**src/rtl/zbt_sram_arbiter.sv**
```systemverilog
`default_nettype none
// ============================================================================
// Module   : zbt_sram_arbiter
// Brief    : Shares one ZBT SRAM between a read and a write requester, one
//            access per cycle, with ZBT-aligned late write and fixed-latency
//            read return. Define ZBT_ARB_RR_EN for round-robin arbitration.
// Revision : 1.0 - initial release
// ============================================================================
module zbt_sram_arbiter #(
    parameter int ADDR_W     = 19,
    parameter int DATA_W     = 36,
    parameter int RD_LATENCY = 2
) (
    input  logic              clk,
    input  logic              reset,
    input  logic              locked,
    input  logic              rd_req,
    input  logic [ADDR_W-1:0] rd_addr,
    output logic              rd_ack,
    output logic              rd_valid,
    output logic [DATA_W-1:0] rd_data,
    input  logic              wr_req,
    input  logic [ADDR_W-1:0] wr_addr,
    input  logic [DATA_W-1:0] wr_data,
    output logic              wr_ack,
    output logic [ADDR_W-1:0] ram_addr,
    output logic              ram_we_b,
    output logic [DATA_W-1:0] ram_data_out,
    output logic              ram_data_oe,
    input  logic [DATA_W-1:0] ram_data_in
);

    localparam int c_TAG_W = RD_LATENCY + 1;

    logic              w_arb_en;
    logic              w_rd_grant;
    logic              w_wr_grant;
    logic [DATA_W-1:0] r_wr_data_s1;
    logic [DATA_W-1:0] r_wr_data_s2;
    logic              r_wr_vld_s1;
    logic              r_wr_vld_s2;
    logic [c_TAG_W-1:0] r_rd_tag;

    assign w_arb_en = locked & ~reset;

`ifdef ZBT_ARB_RR_EN
    // 1 = most recent grant went to the reader; resets to "write" so the
    // first contended cycle favours the reader.
    logic r_last_rd;

    always_comb begin
        w_rd_grant = 1'b0;
        w_wr_grant = 1'b0;
        if (w_arb_en) begin
            if (rd_req && wr_req) begin
                w_rd_grant = ~r_last_rd;
                w_wr_grant = r_last_rd;
            end else begin
                w_rd_grant = rd_req;
                w_wr_grant = wr_req;
            end
        end
    end

    always_ff @(posedge clk) begin
        if (reset) begin
            r_last_rd <= 1'b0;
        end else if (w_rd_grant || w_wr_grant) begin
            r_last_rd <= w_rd_grant;
        end
    end
`else
    assign w_rd_grant = w_arb_en & rd_req;
    assign w_wr_grant = w_arb_en & wr_req & ~rd_req;
`endif

    assign rd_ack = w_rd_grant;
    assign wr_ack = w_wr_grant;

    always_ff @(posedge clk) begin
        if (reset) begin
            ram_addr     <= '0;
            ram_we_b     <= 1'b1;
            ram_data_out <= '0;
            ram_data_oe  <= 1'b0;
            r_wr_data_s1 <= '0;
            r_wr_data_s2 <= '0;
            r_wr_vld_s1  <= 1'b0;
            r_wr_vld_s2  <= 1'b0;
            r_rd_tag     <= '0;
            rd_valid     <= 1'b0;
            rd_data      <= '0;
        end else begin
            // Idle cycles issue a harmless read at the held address.
            ram_we_b <= ~w_wr_grant;
            if (w_wr_grant) begin
                ram_addr <= wr_addr;
            end else if (w_rd_grant) begin
                ram_addr <= rd_addr;
            end

            // Late write: data lands on the bus two cycles after its address.
            r_wr_vld_s1 <= w_wr_grant;
            r_wr_vld_s2 <= r_wr_vld_s1;
            ram_data_oe <= r_wr_vld_s2;
            if (w_wr_grant) begin
                r_wr_data_s1 <= wr_data;
            end
            r_wr_data_s2 <= r_wr_data_s1;
            if (r_wr_vld_s2) begin
                ram_data_out <= r_wr_data_s2;
            end

            r_rd_tag <= {r_rd_tag[RD_LATENCY-1:0], w_rd_grant};
            rd_valid <= r_rd_tag[RD_LATENCY];
            if (r_rd_tag[RD_LATENCY]) begin
                rd_data <= ram_data_in;
            end
        end
    end

endmodule
`default_nettype wire

```
**config.mk**
```make
export PLATFORM = sky130hd
export DESIGN_NAME = zbt_sram_arbiter
export DESIGN_NICKNAME = d
export VERILOG_FILES = /design/src/rtl/zbt_sram_arbiter.sv
export SDC_FILE = /design/constraint.sdc
export NUM_CORES = 1
export LEC_CHECK = 0
export ABC_AREA = 1
export CORE_ASPECT_RATIO = 0.75
export CORE_MARGIN = 2
export CORE_UTILIZATION = 30
export CTS_BUF_LIST = sky130_fd_sc_hd__clkbuf_4 sky130_fd_sc_hd__clkbuf_8
export DETAILED_ROUTE_END_ITERATION = 10
export PLACE_DENSITY_LB_ADDON = 0.25
export SYNTH_ARGS = -nofsm -noshare
export SYNTH_HDL_FRONTEND = slang
export SYNTH_SLANG_ARGS = --single-unit
```
**constraint.sdc**
```tcl
create_clock -name clk -period 1.4 [get_ports clk]
set_input_delay 0.14 -clock clk [delete_from_list [all_inputs] [get_ports clk]]
set_output_delay 0.14 -clock clk [all_outputs]
set_load 0.02 [all_outputs]
```
==> metrics.cfg <==
[status]
status=complete, no violations

[placement]
io_buffers=210
place_congestion=0.783
dp_hpwl_um=10600
pre_cts_ws_ns=-0.132

[yosys]
synth-seq-cells=171
synthDistinctLibCells=18
synth_area_um2=5860
ys_seq_area_frac=0.584
avgSynthCellArea_um2=7.66
synthCells=765
synth.net_count=880
yosys_warnings=0

[floorplanning]
die_y_um=125
ioPinCount=211
rows=44
die-width_um=165
core_region_area_um2=19300
initial_core_util=0.304
fp.dieArea_um2=20700

[cells_and_area]
final_core_util=0.447
final_nets=1090
syn_to_final_growth_pct=47.1
fill_cells=1979
drive_gt1_frac=0.0668
antennaDiodeCount=0
layout_commonest_cell=nor2_1
layout_common_cells=nor2_1, dfxtp_1, nand2_1, clkdlybuf4s50_1, dlygate4sd2_1

[sta]
hold_viol=0
fin_tns_setup_ns=0
grt_setup_unrepaired=no
hold_slack_ns=0.214
maxSlewHeadroom=0.714
min_period_ns=1.31
max_freq_mhz=762
finalCritPeriodShare=0.937
tightestPinTransition_ns=0.430
setup_viol=0
skew_ns=0.0125
slew_viol_final=0
worst_slack_ns=0.0877

[clock_network]
clkSlewWorstSetupHoldPaths_ns=0.11
cts_hold_buf=0
cts_setup_buffers=0
root_buffer=clkbuf_8
cts_buffers=17
clock_latency_ns=0.46
cts.htree.levels=4
clockBufferDepth=2
cts_resized=96
cts.sinks=171
tritoncts=yes

[grt]
track_usage=0.151
grt_pass1_wl_um=24500
antenna_found_initial=0
gr-total-overflow=0
grt_max_degree=41
grt_pass1_vias=4821

[power]
p_switching_w=0.00247
p_comb_frac=0.097
clockPowerShare=0.370
intPower_w=0.00702
p_total_w=0.00949
netSwitchingFraction=0.260
vdd_drop_max_mv=0.538
p_per_area_nw_per_um2=1100
seq_power_share=0.533
leakage_nw=4.29

[detailed_routing]
wl_per_cell_um=12.5
drt_iter0_drc=238
drc=0
first_pass_iters=4
routed_wl_um=15500
ant_nets=0
via_per_inst=4.10
vias=5084

[min_path]
hold_class=in -> reg

[worst_setup_path]
arrival_ns=1.17
slowest_stage=dlygate4sd2_1
crit_path_cell_trace=dlygate4sd2_1
critical-path-top-delay-family=buffers and inverters
path_class=reg -> out
end_kind=primary output
crit_buf_inv=1
crit_path_max_incr_delay_ns=0.36
crit_fanout=2
required_ns=1.26
startpoint_type=flip-flop

[flow_run]
drv_cap=0

## registers in the layout (all words and copies together) (netlist names)
register	count
r_rd_tag	3
r_wr_data_s2	36
r_wr_vld_s1	1
ram_addr	19
r_wr_data_s1	36
rd_valid	1
r_wr_vld_s2	1
ram_data_out	36
ram_we_b	1
rd_data	36
ram_data_oe	1
## metrics by stage
step	cells	instance area [um2]
3_3_place_gp	1210	8350
5_1_grt	1241	8620
4_1_cts	1242	8640
3_5_place_dp	1210	8350
6_report	1241	8620
2_1_floorplan	765	5860
## layer usage
layer / vias to the layer above / GRT usage / wire length (um)
met2: 131 / 0.241 / 6780
li1: 2738 / - / -
met1: 2205 / 0.199 / 7500
met4: 0 / 0.0492 / 193
met3: 10 / 0.0411 / 987
met5: - / 0 / 0
## worst min-delay path: cells and delay by family
family	cells	cell delay [ns]
buffers and inverters	1	0.39
AND/OR/NAND/NOR	2	0.10
## final timing paths
| path | start | endpoint | slack, ns | depth (start not counted) |
|---|---|---|---|---|
| worst max register to register | r_wr_vld_s2 | ram_data_out[10] | 0.41 | 4 |
| worst min register to register | r_rd_tag[1] | r_rd_tag[2] | 0.40 | 2 |
| worst max-delay path | rd_data[28] | rd_data[28] | 0.09 | 1 |
| worst min-delay path | wr_data[22] | r_wr_data_s1[22] | 0.21 | 3 |
## area by class of cell
type                    instances  area, um2  share of cell area
clock buffers                  18        248              0.0287
clock inverters                14        158              0.0183
inverters                      86        330              0.0383
multi-input cells             465       1900               0.221
flip-flops and latches        171       3420               0.397
well taps                     253        317              0.0367
repair buffers                234       2240               0.260
## cell usage after synthesis (all sizes together)
cell type	n	area share
a21oi	19	0.016
buf	24	0.024
clkbuf	19	0.012
dfxtp	171	0.58
inv	86	0.056
nand2	166	0.11
nand3	1	0.00085
nor2	187	0.12
o21ai	92	0.079
## kinds of logic after synthesis
| group | share of synthesized area |
|---|---|
| AND/OR/NAND/NOR | 0.229 |
| flip-flops | 0.584 |
| buffers and inverters | 0.0916 |
| AO/OA/AOI/OAI | 0.0955 |
## power by group through the flow
| stage | sequential (W) | clock, W | combinational, W |
|---|---|---|---|
| 2_1_floorplan | 0.00527 | 0 | 0.000279 |
| 3_3_place_gp | 0.00517 | 0 | 0.000991 |
| 3_5_place_dp | 0.00518 | 0 | 0.000991 |
| 4_1_cts | 0.00506 | 0.00365 | 0.000939 |
| 5_1_grt | 0.00508 | 0.00383 | 0.00102 |
| 6_report | 0.00506 | 0.00351 | 0.000922 |
Note: power is estimated with default switching activity, not from simulation.
